--- config.mk ---
export PLATFORM = sky130hd
export DESIGN_NAME = spi_mem_loader
export DESIGN_NICKNAME = d
export VERILOG_FILES = /design/src/rtl/spi_loader_pkg.sv /design/src/rtl/spi_sync_edge.sv /design/src/rtl/spi_mem_loader.sv
export SDC_FILE = /design/constraint.sdc
export NUM_CORES = 1
export LEC_CHECK = 0
export ABC_AREA = 1
export CORE_AREA = 5 5 101 56
export CTS_CLUSTER_SIZE = 25
export DETAILED_ROUTE_END_ITERATION = 8
export DIE_AREA = 0 0 106 61
export PLACE_DENSITY_LB_ADDON = 0.2
export SYNTH_ARGS = -nofsm -noshare
export SYNTH_HDL_FRONTEND = slang
export SYNTH_SLANG_ARGS = --single-unit
--- constraint.sdc ---
create_clock -name clk -period 4 [get_ports clk]
set_input_delay 0.6 -clock clk [delete_from_list [all_inputs] [get_ports clk]]
set_output_delay 0.6 -clock clk [all_outputs]
set_load 0.02 [all_outputs]
--- src/rtl/spi_loader_pkg.sv ---
// rtl/spi_loader_pkg.sv - shared types and constants for the SPI frame-memory loader
package spi_loader_pkg;

  typedef enum logic [2:0] {
    ST_IDLE,
    ST_CMD,
    ST_ADDR_HI,
    ST_ADDR_LO,
    ST_DATA,
    ST_DISCARD
  } state_t;

  localparam logic [7:0] DEF_CMD_WRITE    = 8'hF0;
  localparam logic [7:0] DEF_CMD_WRITE_AT = 8'hF1;
  localparam int         SYNC_DEPTH       = 2;

endpackage

--- src/rtl/spi_sync_edge.sv ---
// rtl/spi_sync_edge.sv - two-flop synchroniser plus history flop with edge detect
module spi_sync_edge
  import spi_loader_pkg::*;
#(
  parameter logic INIT = 1'b0
) (
  input  logic clk,
  input  logic rst,
  input  logic din,
  output logic level,
  output logic rise,
  output logic fall
);

  logic [SYNC_DEPTH-1:0] sync;
  logic                  hist;

  always_ff @(posedge clk) begin
    if (rst) begin
      sync <= {SYNC_DEPTH{INIT}};
      hist <= INIT;
    end else begin
      sync <= {sync[SYNC_DEPTH-2:0], din};
      hist <= sync[SYNC_DEPTH-1];
    end
  end

  assign level = sync[SYNC_DEPTH-1];
  assign rise  = level & ~hist;
  assign fall  = ~level & hist;

endmodule

--- src/rtl/spi_mem_loader.sv ---
// rtl/spi_mem_loader.sv - SPI slave command decoder driving sequential frame-memory byte writes
module spi_mem_loader
  import spi_loader_pkg::*;
#(
  parameter int         ADDR_W       = 9,
  parameter logic [7:0] CMD_WRITE    = DEF_CMD_WRITE,
  parameter logic [7:0] CMD_WRITE_AT = DEF_CMD_WRITE_AT
) (
  input  logic              clk,
  input  logic              rst,
  input  logic              spi_sclk,
  input  logic              spi_ss,
  input  logic              spi_mosi,
  output logic              spi_miso,
  output logic              mem_wr_en,
  output logic [ADDR_W-1:0] mem_wr_addr,
  output logic [7:0]        mem_wr_data,
  output logic              frame_done,
  output logic              busy
);

  logic sclk_lvl, sclk_rise, sclk_fall;
  logic ss_lvl, ss_end, ss_fall;
  logic mosi_lvl, mosi_rise, mosi_fall;

  spi_sync_edge #(.INIT(1'b0)) u_sclk (
    .clk(clk), .rst(rst), .din(spi_sclk), .level(sclk_lvl), .rise(sclk_rise), .fall(sclk_fall)
  );
  spi_sync_edge #(.INIT(1'b1)) u_ss (
    .clk(clk), .rst(rst), .din(spi_ss), .level(ss_lvl), .rise(ss_end), .fall(ss_fall)
  );
  spi_sync_edge #(.INIT(1'b0)) u_mosi (
    .clk(clk), .rst(rst), .din(spi_mosi), .level(mosi_lvl), .rise(mosi_rise), .fall(mosi_fall)
  );

  logic unused_edges;
  assign unused_edges = &{1'b0, sclk_lvl, ss_fall, mosi_rise, mosi_fall};

  state_t            state;
  logic [2:0]        cnt;
  logic [7:0]        shreg;
  logic [7:0]        tx;
  logic [7:0]        addr_hi;
  logic [ADDR_W-1:0] addr;
  logic              wrote;
  logic              frame_pend;

  logic [7:0] rx_byte;
  logic       bit_in;
  logic       byte_done;

  assign rx_byte   = {shreg[6:0], mosi_lvl};
  assign bit_in    = sclk_rise & ~ss_lvl;
  assign byte_done = bit_in & (cnt == 3'd7);
  assign spi_miso  = tx[7];
  assign busy      = ~ss_lvl;

  always_ff @(posedge clk) begin
    if (rst) begin
      state       <= ST_IDLE;
      cnt         <= '0;
      shreg       <= '0;
      tx          <= '0;
      addr_hi     <= '0;
      addr        <= '0;
      wrote       <= 1'b0;
      frame_pend  <= 1'b0;
      frame_done  <= 1'b0;
      mem_wr_en   <= 1'b0;
      mem_wr_addr <= '0;
      mem_wr_data <= '0;
    end else begin
      mem_wr_en  <= 1'b0;
      frame_pend <= ss_end & (state == ST_DATA) & wrote;
      frame_done <= frame_pend;

      if (bit_in) begin
        shreg <= rx_byte;
        cnt   <= cnt + 3'd1;
      end
      // The fall right after a completed byte presents the new MSB, so it must not shift.
      if (sclk_fall && !ss_lvl && cnt != 3'd0)
        tx <= {tx[6:0], 1'b0};
      if (byte_done)
        tx <= rx_byte;

      if (ss_lvl) begin
        state <= ST_IDLE;
        cnt   <= '0;
        shreg <= '0;
        tx    <= '0;
      end else begin
        case (state)
          ST_IDLE: begin
            state <= ST_CMD;
            wrote <= 1'b0;
          end
          ST_CMD: if (byte_done) begin
            if (rx_byte == CMD_WRITE) begin
              addr  <= '0;
              state <= ST_DATA;
            end else if (rx_byte == CMD_WRITE_AT) begin
              state <= ST_ADDR_HI;
            end else begin
              state <= ST_DISCARD;
            end
          end
          ST_ADDR_HI: if (byte_done) begin
            addr_hi <= rx_byte;
            state   <= ST_ADDR_LO;
          end
          ST_ADDR_LO: if (byte_done) begin
            addr  <= ADDR_W'({addr_hi, rx_byte});
            state <= ST_DATA;
          end
          ST_DATA: if (byte_done) begin
            mem_wr_en   <= 1'b1;
            mem_wr_addr <= addr;
            mem_wr_data <= rx_byte;
            addr        <= addr + ADDR_W'(1);
            wrote       <= 1'b1;
          end
          ST_DISCARD: ;
          default: state <= ST_IDLE;
        endcase
      end
    end
  end

endmodule

# ---- Yosys cells after proc, flatten, opt, wreduce, memory -nomap -nowiden
# Index checks and enable logic that the tools add are counted.
dict set report word_totals {
  regBits 60
  in_bits 5
  output_inout_bits 21
  wordCells 77
}
dict set report classes {
  mux 16
  n_bitwise 13
  addsub 2
  reduce_logical 16
  n_eq_ne 13
}
# cell count
set op_table {}
lappend op_table {{9-bit 2-to-1 mux} 4}
lappend op_table {{9-bit case mux with 3 select lines} 1}
lappend op_table {{8-bit == test (second input constant)} 2}
lappend op_table {{8-bit 2-to-1 mux} 2}
lappend op_table {{3-bit 2-to-1 mux} 5}
lappend op_table {{3-bit case mux with 5 select lines} 1}
lappend op_table {{2-bit inequality test (second input constant)} 5}
lappend op_table {{9-bit by 1-bit adder with 9-bit output (second input constant)} 1}
lappend op_table {{3-bit == test (second input constant)} 3}
lappend op_table {{3-bit AND reduction} 3}
lappend op_table {{1-bit bitwise AND} 7}
lappend op_table {{3-bit by 2-bit == test with 1-bit output (second input constant)} 2}
lappend op_table {{1-bit NOT} 6}
lappend op_table {{6-bit AND reduction} 1}
lappend op_table {{3-bit nonzero test} 2}
lappend op_table {{4-bit AND reduction} 1}
lappend op_table {{2-bit nonzero test} 2}
lappend op_table {{2-bit OR reduction} 2}
lappend op_table {{3-bit by 1-bit adder with 3-bit output (second input constant)} 1}
lappend op_table {{3-bit by 1-bit == test with 1-bit output (second input constant)} 1}
lappend op_table {{3-bit logical NOT} 1}
lappend op_table {{3-bit OR reduction} 1}
lappend op_table {{1-bit logical AND} 2}
lappend op_table {{1-bit 2-to-1 mux} 2}
lappend op_table {{2 further kinds} 2}

# ---- Depth between registers and ports, before layout
# Gate-level depths: netlist of the first run.
dict set report logic_depth {
  word_depth 6
  mapped_depth 10
}

# ---- Cells and area by module
# From an unflattened synthesis of the first run, not the netlist that was laid out.
dict set report hier_totals {
  cells_unflattened 368
  hier_area_um2 2741.4
}
# module area_per_inst_um2 cells_each instances seq_area_each_um2
set by_module_without_submodules {}
lappend by_module_without_submodules {spi_mem_loader 2456.1 331 1 1041.0}
lappend by_module_without_submodules {{spi_sync_edge at u_mosi ...} 93.8 12 2 60.1}
lappend by_module_without_submodules {{spi_sync_edge at u_ss} 97.6 13 1 60.1}

# ---- Least setup slack after synthesis of the first run
# Ideal clock, no wire load.
dict set report synth_path {
  path_kind {register to register}
  startpoint {register cnt[0]}
  endpoint {register addr[7]}
  arrival_time_ps 1284
  path_slack_ps 2604
  setup_time_ps 112
  n_path_buf 1
  t_required_ps 3888
  path_stages_with_launch 10
  synth_period_minus_slack_ps 1396
  cell_sequence {dfxtp_1 ha_1 ha_1 nand2_4 nand2_4 nand2_4 buf_12 nand2_2 nand2_2 nor2_2}
}
dict set report synth_between {
  elab_chain_len 4
}
# element line_no
set synth_rtl {}
lappend synth_rtl {{start, declared} spi_mem_loader.sv:40} ;# logic [2:0] cnt;
lappend synth_rtl {{start signal, assigned} spi_mem_loader.sv:79} ;# cnt <= cnt + 3'd1;
lappend synth_rtl {{3-bit == test (*)} spi_mem_loader.sv:54} ;# assign byte_done = bit_in & (cnt == 3'd7);
lappend synth_rtl {{1-bit bitwise AND (*)} spi_mem_loader.sv:54}
lappend synth_rtl {{2-bit inequality test (no line)} -}
lappend synth_rtl {{6-bit AND reduction (no line) (*)} -}
lappend synth_rtl {{end signal, assigned} spi_mem_loader.sv:113} ;# addr <= ADDR_W'({addr_hi, rx_byte});
lappend synth_rtl {{end signal, assigned} spi_mem_loader.sv:120} ;# addr <= addr + ADDR_W'(1);
lappend synth_rtl {{end, declared} spi_mem_loader.sv:44} ;# logic [ADDR_W-1:0] addr;
# Mark *: on every way between the ends. The rest lies on a longest branch, timed or not.
# A chain may end at the register's enable or synchronous reset.

# ---- Final worst setup path of the first run
dict set report layout_path {
  startpoint {register u_ss.sync[1]}
  endpoint {output port busy}
}
dict set report layout_between {
  elab_chain_len 1
}
# element line_no
set layout_rtl {}
lappend layout_rtl {{start, declared} spi_sync_edge.sv:15} ;# logic [SYNC_DEPTH-1:0] sync;
lappend layout_rtl {{start signal, assigned} spi_sync_edge.sv:20} ;# sync <= {SYNC_DEPTH{INIT}};
lappend layout_rtl {{start signal, assigned} spi_sync_edge.sv:23} ;# sync <= {sync[SYNC_DEPTH-2:0], din};
lappend layout_rtl {{1-bit NOT} -}
lappend layout_rtl {{end, declared} spi_mem_loader.sv:19} ;# output logic busy
# Every way passes these cells.

==> results of run 1 <==
-- power groups by stage --
| stage | Combinational [W] | Clock [W] | Sequential (W) |
|---|---|---|---|
| after CTS | 0.0000286 | 0.000564 | 0.000604 |
| after detailed placement | 0.0000284 | 0 | 0.000617 |
| after global routing | 0.0000321 | 0.000588 | 0.000604 |
| final | 0.0000289 | 0.000553 | 0.000604 |
| after global placement | 0.0000280 | 0 | 0.000617 |
| after floorplan | 0.0000196 | 0 | 0.000617 |
-- cells in the mapped netlist (5+ instances only) --
master	n
dfxtp_1	60
nand2_1	71
inv_1	37
nand2_2	5
o21ai_0	20
nor2_1	32
o21ai_1	18
inv_2	11
a21oi_1	29
nand3_1	31
nand2_4	7
nor2_2	13
-- registers in the layout, summed over array words and instances, names as in the netlist --
name	cells
u_sclk.sync	2
mem_wr_addr	9
shreg	7
u_ss.hist	1
tx	8
cnt	3
mem_wr_data	8
wrote	1
addr	9
mem_wr_en	1
u_mosi.sync	2
frame_pend	1
frame_done	1
u_sclk.hist	1
state	3
addr_hi	1
u_ss.sync	2
-- worst paths after layout --
check / startpoint / endpoint / slack (ps) / depth (start not counted)
worst max-delay path: u_ss.sync[1] / busy / 1960 / 2
worst min-delay path: u_ss.hist / frame_pend / 390 / 1
worst max register to register: u_ss.sync[1] / tx[1] / 1960 / 6
worst min register to register: u_ss.hist / frame_pend / 390 / 1
-- cell families after synthesis --
family	share of synthesized area, %
AOI/OAI and AO/OA	13.3
adders and majority gates	1.87
buffers and inverters	9.43
DFF	44.8
and+or+nand+nor	30.6
-- routing by layer --
metal | up-vias | GRT usage [%] | wire length, um | share of wire (%)
li1 | 1216 | - | - | -
met1 | 1080 | 32.0 | 3400 | 54
met2 | 81 | 27.5 | 2350 | 37
met3 | 11 | 6.91 | 435 | 6.9
met4 | 0 | 7.75 | 82 | 1.3
met5 | - | 0 | 0 | 0
-- per-stage QoR --
stage | instances | instance area (sq um)
floorplan | 361 | 2680
global placement | 439 | 2950
detailed placement | 439 | 2950
CTS | 455 | 3150
global route | 455 | 3150
finish | 455 | 3150
-- critical path, delay by kind of cell (launching register included) --
kind / cells / cell delay (ps)
DFF: 1 / 460
buffers and inverters: 2 / 640
-- cell type report --
cell class	instances	area (sq um)	share of cell area (%)
clock buffers	12	155	4.92
clock inverters	4	47.5	1.51
inverters	49	184	5.83
multi-input cells	243	1230	38.9
flip-flops and latches	60	1200	38.1
well taps	60	75.1	2.38
repair buffers	27	265	8.41
==> results.yml, run 1 <==
drt:
  routedWlPerCell_um: 13.8
  drc: 0
  drt_pass1_iterations: 5
  routed_wl_um: 6260
  ant_nets: 0
  first_iter_violations: 218
  via_count: 2388
  routed_via_density: 5.25
floorplanning:
  die-width_um: 106
  io_pins: 26
  start_util_pct: 57.2
  fp.dieArea_sq_um: 6470
  core_area_sq_um: 4680
  fp-row-count: 18
  die_h_um: 61
place:
  place_ws_ps: 1900
  place_hpwl_um: 4610
  io_buffers: 25
  routabilityCongestion: 0.907
clock_network:
  cts_tree: "built"
  clockBufferDepth: 2
  insertion_delay_ps: 350
  htree_levels: 3
  root_buffer: "clkbuf_8"
  ctsHoldBuffers: 0
  cts_resized: 0
  post_cts.repair.setup_buffers: 0
  cts_buffers: 9
  clk_pin_slew_ps: 60
  cts.sinks: 60
pwr:
  p_leak_nw: 1.38
  p_int_w: 0.000931
  clkPwrFrac_pct: 46.6
  vdd_drop_max_v: 0.000257
  p_per_area_nw_per_um2: 376
  power.switching_w: 0.000255
  finalPower_w: 0.00119
  seqPwrFrac_pct: 50.9
  p_comb_share_pct: 2.4
  switching_share_pct: 21.5
worst_setup_path:
  worstPathRequired_ps: 3400
  arrival_ps: 1440
  path_max_fanout: 5
  worstSetupEndpointType: "output port"
  cp_slowest_cell: "clkdlybuf4s50_1"
  path_cells: "inv_2 > clkdlybuf4s50_1"
  path_class: "register to output port"
  slowest_delay_ps: 550
  start_kind: "register"
logic_synthesis:
  yosysWarnings: 0
  syn_inst: 361
  syn-num-nets: 370
  netlist_area_sq_um: 2680
  synth_area_leaders: "dfxtp_1 45%, nand2_1 9.9%, nand3_1 5.8%, a21oi_1 5.4%, inv_1 5.2%"
  synth_seq_cells: 60
  synth_edf_count: 0
  yosys.area.top_type: "dfxtp_1"
  synth_cell_types: 29
  yosysSeqAreaShare_pct: 44.8
  ys_async_sr_fraction_pct: 0
  synth_ff_type: "dfxtp_1"
  avgSynthCellArea_sq_um: 7.42
  synth_top_area_share_pct: 44.8
cells_and_area:
  syn2layout_area_growth_pct: 17.7
  final_common_cell: "nand2_1"
  final_cell_mix: "71 x nand2_1, 60 x dfxtp_1, 37 x inv_1, 32 x nor2_1, 31 x nand3_1"
  layout-drive-gt1-share_pct: 14.9
  final_core_util_pct: 67.3
  antenna_cells: 0
  fin_nets: 399
  fillers: 410
global_route:
  grt_pass1_vias: 2035
  grt_pass1_wl_um: 10200
  grt_max_degree: 29
  antenna_found_initial: 0
  grt_overflow_total: 0
  grt_usage_pct: 21.2
timing:
  rsz0062_at_grt: "no"
  fin_crit_sh_pct: 51.1
  setup_viol_count_final: 0
  worst_slack_ps: 1960
  relSlewSlack_pct: 54.1
  period_needed_ps: 2040
  hold_ws_ps: 393
  tightest_slew_ps: 686
  finalHoldViolations: 0
  finalClockSkew_ps: 8.83
  fmaxAchievable_ghz: 0.489
  drv_slew: 0
  fin_tns_setup_ps: 0
worst_hold_path:
  hold_path_class: "register to register"
outcome:
  status: "finished, final reports clean"
flow_run:
  maxCapViolations: 0
No activity file was read; power rests on OpenSTA's default activity.
==> run 2: changes to the inputs <==
--- a/config.mk
+++ b/config.mk
@@ -6,10 +6,10 @@
 export NUM_CORES = 1
 export LEC_CHECK = 0
 export ABC_AREA = 1
-export CORE_AREA = 5 5 101 56
+export CORE_AREA = 5 5 104 57
 export CTS_CLUSTER_SIZE = 25
 export DETAILED_ROUTE_END_ITERATION = 8
-export DIE_AREA = 0 0 106 61
+export DIE_AREA = 0 0 109 62
 export PLACE_DENSITY_LB_ADDON = 0.2
 export SYNTH_ARGS = -nofsm -noshare
 export SYNTH_HDL_FRONTEND = slang
==> constraint.sdc (replaced) <==
create_clock -name clk -period 2.1 [get_ports clk]
set_input_delay 0.315 -clock clk [delete_from_list [all_inputs] [get_ports clk]]
set_output_delay 0.315 -clock clk [all_outputs]
set_load 0.02 [all_outputs]
==> results.yml, run 2 (synthesized netlist as in run 1, its figures left out) <==
timing:
  period_needed_ps: 1760
  rsz0062_at_grt: "no"
  finalHoldViolations: 0
  fmaxAchievable_ghz: 0.568
  hold_ws_ps: 402
  relSlewSlack_pct: 72.6
  drv_slew: 0
  worst_slack_ps: 338
  fin_tns_setup_ps: 0
  finalClockSkew_ps: 4.80
  setup_viol_count_final: 0
  fin_crit_sh_pct: 83.9
  tightest_slew_ps: 409
cells_and_area:
  final_common_cell: "nand2_1"
  final_cell_mix: "71 x nand2_1, 60 x dfxtp_1, 37 x inv_1, 32 x nor2_1, 31 x nand3_1"
  syn2layout_area_growth_pct: 19.0
  antenna_cells: 0
  top_regs: "addr x9, mem_wr_addr x9"
  layout-drive-gt1-share_pct: 15.1
  fin_nets: 402
  fin_cells: 467
clock_network:
  clk_pin_slew_ps: 60
  clockBufferDepth: 2
  htree_levels: 3
  cts_buffers: 9
  cts_resized: 0
  cts.sinks: 60
  root_buffer: "clkbuf_8"
  ctsHoldBuffers: 0
  insertion_delay_ps: 330
  cts_tree: "built"
  post_cts.repair.setup_buffers: 0
outcome:
  status: "finished, final reports clean"
place:
  io_buffers: 25
  dp_cells: 452
  place_ws_ps: 472
  routabilityCongestion: 0.915
  place_hpwl_um: 4220
drt:
  ant_nets: 0
  via_count: 2383
  routedWlPerCell_um: 12.4
  first_iter_violations: 118
  routed_wl_um: 5810
  routed_via_density: 5.10
  drc: 0
  drt_pass1_iterations: 4
floorplanning:
  io_pins: 26
  fp.dieArea_sq_um: 6760
  die-width_um: 109
  core_area_sq_um: 4840
  fp-row-count: 18
  die_h_um: 62
  start_util_pct: 55.3
global_route:
  grt_pass1_wl_um: 9670
  grt_pass1_vias: 2227
  grt_max_degree: 28
  antenna_found_initial: 0
  grt_overflow_total: 0
  grt_usage_pct: 19.0
pwr:
  p_leak_nw: 1.40
  p_per_area_nw_per_um2: 704
  vdd_drop_max_v: 0.000401
worst_setup_path:
  start_kind: "register"
  worstPathRequired_ps: 1780
  worstSetupEndpointType: "output port"
  path_class: "register to output port"
  path_max_fanout: 5
  arrival_ps: 1450
worst_hold_path:
  hold_path_class: "register to register"
flow_run:
  maxCapViolations: 0
[run 2: worst max-delay path: stages, from the launching register on]
cell	delay, ps
dfxtp_1	380
inv_2	130
clkdlybuf4s50_1	610
[run 2: where the power goes]
part / leakage [nW] / switching (W) / total (W) / internal [W]
Combinational: 0.808 / 0.0000348 / 0.0000560 / 0.0000212
Clock: 0.103 / 0.000400 / 0.00104 / 0.000640
Sequential: 0.485 / 0.00000525 / 0.00115 / 0.00115
Total: 1.40 / 0.000440 / 0.00225 / 0.00181
[run 2: metal layers]
layer  global-route usage [%]  vias up  wire length, um
met5                        0        -                0
met4                     6.12        0               70
met3                     8.36        9              403
met2                     32.5       78             2680
met1                     22.0     1077             2650
li1                         -     1219                -
[run 2: layout make-up]
class	count	area [sq um]
fillers	414	1650
multi-input cells	243	1230
flip-flops and latches	60	1200
repair buffers	30	288
inverters	49	184
clock buffers	14	173
well taps	70	87.6
clock inverters	1	30.0
[run 2: metrics by stage]
stage                     area, sq um  utilization [%]  total power, W
after floorplan                  2680                -         0.00121
after global placement           2990             61.7         0.00123
after detailed placement         2990             61.7         0.00123
after CTS                        3190             65.9         0.00228
after global routing             3190             65.9         0.00234
final                            3190             65.9         0.00225
[run 2: final timing paths]
kind              cells past startpoint          from    endpoint  slack [ps]
hold / removal                        1     u_ss.hist  frame_pend         400
hold reg to reg                       1     u_ss.hist  frame_pend         400
setup reg to reg                      8        cnt[0]     addr[1]         540
setup / recovery                      2  u_ss.sync[1]        busy         340
==> run 3: changes to the inputs <==
--- a/config.mk
+++ b/config.mk
@@ -6,10 +6,10 @@
 export NUM_CORES = 1
 export LEC_CHECK = 0
 export ABC_AREA = 1
-export CORE_AREA = 5 5 104 57
+export CORE_AREA = 5 5 109 60
 export CTS_CLUSTER_SIZE = 25
 export DETAILED_ROUTE_END_ITERATION = 8
-export DIE_AREA = 0 0 109 62
+export DIE_AREA = 0 0 114 65
 export PLACE_DENSITY_LB_ADDON = 0.2
 export SYNTH_ARGS = -nofsm -noshare
 export SYNTH_HDL_FRONTEND = slang
==> constraint.sdc (replaced) <==
create_clock -name clk -period 1.43 [get_ports clk]
set_input_delay 0.2145 -clock clk [delete_from_list [all_inputs] [get_ports clk]]
set_output_delay 0.2145 -clock clk [all_outputs]
set_load 0.02 [all_outputs]
==> results.yml, run 3 (synthesized netlist as in run 1, its figures left out) <==
outcome:
  status: "finished, final reports clean"
floorplanning:
  io_pins: 26
  fp.dieArea_sq_um: 7410
  core_area_sq_um: 5630
  die_h_um: 65
  die-width_um: 114
  fp-row-count: 20
  start_util_pct: 47.6
clock_network:
  insertion_delay_ps: 340
  cts_tree: "built"
  clockBufferDepth: 2
  clk_pin_slew_ps: 60
  cts_buffers: 9
  root_buffer: "clkbuf_8"
  ctsHoldBuffers: 0
  cts.sinks: 60
  htree_levels: 3
drt:
  first_iter_violations: 221
  drt_pass1_iterations: 4
  routedWlPerCell_um: 13.9
  routed_wl_um: 6990
  ant_nets: 0
  drc: 0
  via_count: 2498
  routed_via_density: 4.98
cells_and_area:
  final_core_util_pct: 61.8
  fin_cells: 502
  final_cell_mix: "67 x nand2_1, 54 x dfxtp_1, 33 x inv_1, 31 x nand3_1, 30 x buf_4"
  syn2layout_area_growth_pct: 29.8
  layout-drive-gt1-share_pct: 26.1
  final_common_cell: "nand2_1"
  finalInstanceArea_sq_um: 3480
  fillers: 502
  fin_nets: 430
  antenna_cells: 0
  top_regs: "addr x9, mem_wr_addr x9"
global_route:
  antenna_found_initial: 0
  grt_overflow_total: 0
  grt_max_degree: 17
  grt_pass1_wl_um: 11600
  grt_usage_pct: 20.4
  grt_pass1_vias: 2357
worst_setup_path:
  worstPathRequired_ps: 1650
  path_max_fanout: 3
  start_kind: "register"
  arrival_ps: 1560
  r2r_cells: 7
  path_class: "register to register"
  worstSetupEndpointType: "register"
worst_hold_path:
  worstHoldPathCells: 3
  hold_path_class: "input port to register"
timing:
  worst_slack_ps: 85.3
  setup_viol_count_final: 0
  relSlewSlack_pct: 82.0
  finalHoldViolations: 0
  fin_crit_sh_pct: 94.0
  fmaxAchievable_ghz: 0.744
  finalClockSkew_ps: 8.80
  rsz0062_at_grt: "yes"
  period_needed_ps: 1340
  tightest_slew_ps: 267
  drv_slew: 0
pwr:
  vdd_drop_max_v: 0.000596
  p_per_area_nw_per_um2: 925
  p_leak_nw: 1.60
place:
  io_buffers: 25
  placed_area_sq_um: 3190
  routabilityCongestion: 0.865
  place_hpwl_um: 4960
  place_ws_ps: -90.1
  dp_cells: 483
flow_run:
  maxCapViolations: 0
[run 3: cell count changes in the layout (fill, tap and decap cells not counted), sizes merged]
cell           previous run  this run
buf                       5        32
bufinv                    1         0
clkdlybuf4s50            25         4
clkinv                    1         2
dlygate4sd2               0        21
nand2                    83        84
[run 3: worst paths after layout]
path / start / to / slack (ps)
worst min-delay path: spi_sclk / u_sclk.sync[0] / 390
worst max-delay path: cnt[1] / tx[1] / 90
worst min register to register: u_mosi.sync[0] / u_mosi.sync[1] / 400
worst max register to register: cnt[1] / tx[1] / 90
[run 3: worst max-delay path, stage by stage (launching register included)]
cell and delay (ps):
dfxtp_2 340, ha_4 160, ha_4 170, inv_1 90, nor2_4 50, or2_2 280
nand3_1 70, a21oi_1 60
[run 3: through the flow]
stage / TNS [ps] / hold WS, ps / total power (W)
6_report: 0 / 392 / 0.00322
5_1_grt: -9.35 / 408 / 0.00336
4_1_cts: 0 / 382 / 0.00325
3_5_place_dp: -543 / 385 / 0.00182
3_3_place_gp: -37.8 / 383 / 0.00182
2_1_floorplan: 0 / 318 / 0.00178
[run 3: layout make-up]
type,instances,area (sq um),area share (%)
Timing Repair Buffer,57,480,13.8
Clock inverter,1,5.00,0.144
Multi-Input combinational cell,244,1320,37.8
Tap cell,77,96.3,2.77
Clock buffer,14,183,5.25
Inverter,49,186,5.36
Sequential cell,60,1210,34.8
[run 3: power by group]
| part | switching [W] | internal [W] |
|---|---|---|
| Combinational | 0.0000591 | 0.0000417 |
| Sequential | 0.00000755 | 0.00168 |
| Clock | 0.000622 | 0.000806 |
| Total | 0.000689 | 0.00253 |
[run 3: timing repair]
item	CTS	global route
gates resized for setup	32	22
pin swaps	2	8
setup endpoints to repair	40	39
cloned	1	0
buffers inserted	1	2
[run 3: per-layer routing]
metal  global-route usage [%]  share of wire, %  vias to the layer above
met5                        0                 0                        -
met4                     5.78              0.74                        0
met3                     7.09               5.9                        6
met2                     27.6                41                       63
met1                     30.1                53                     1150
li1                         -                 -                     1279
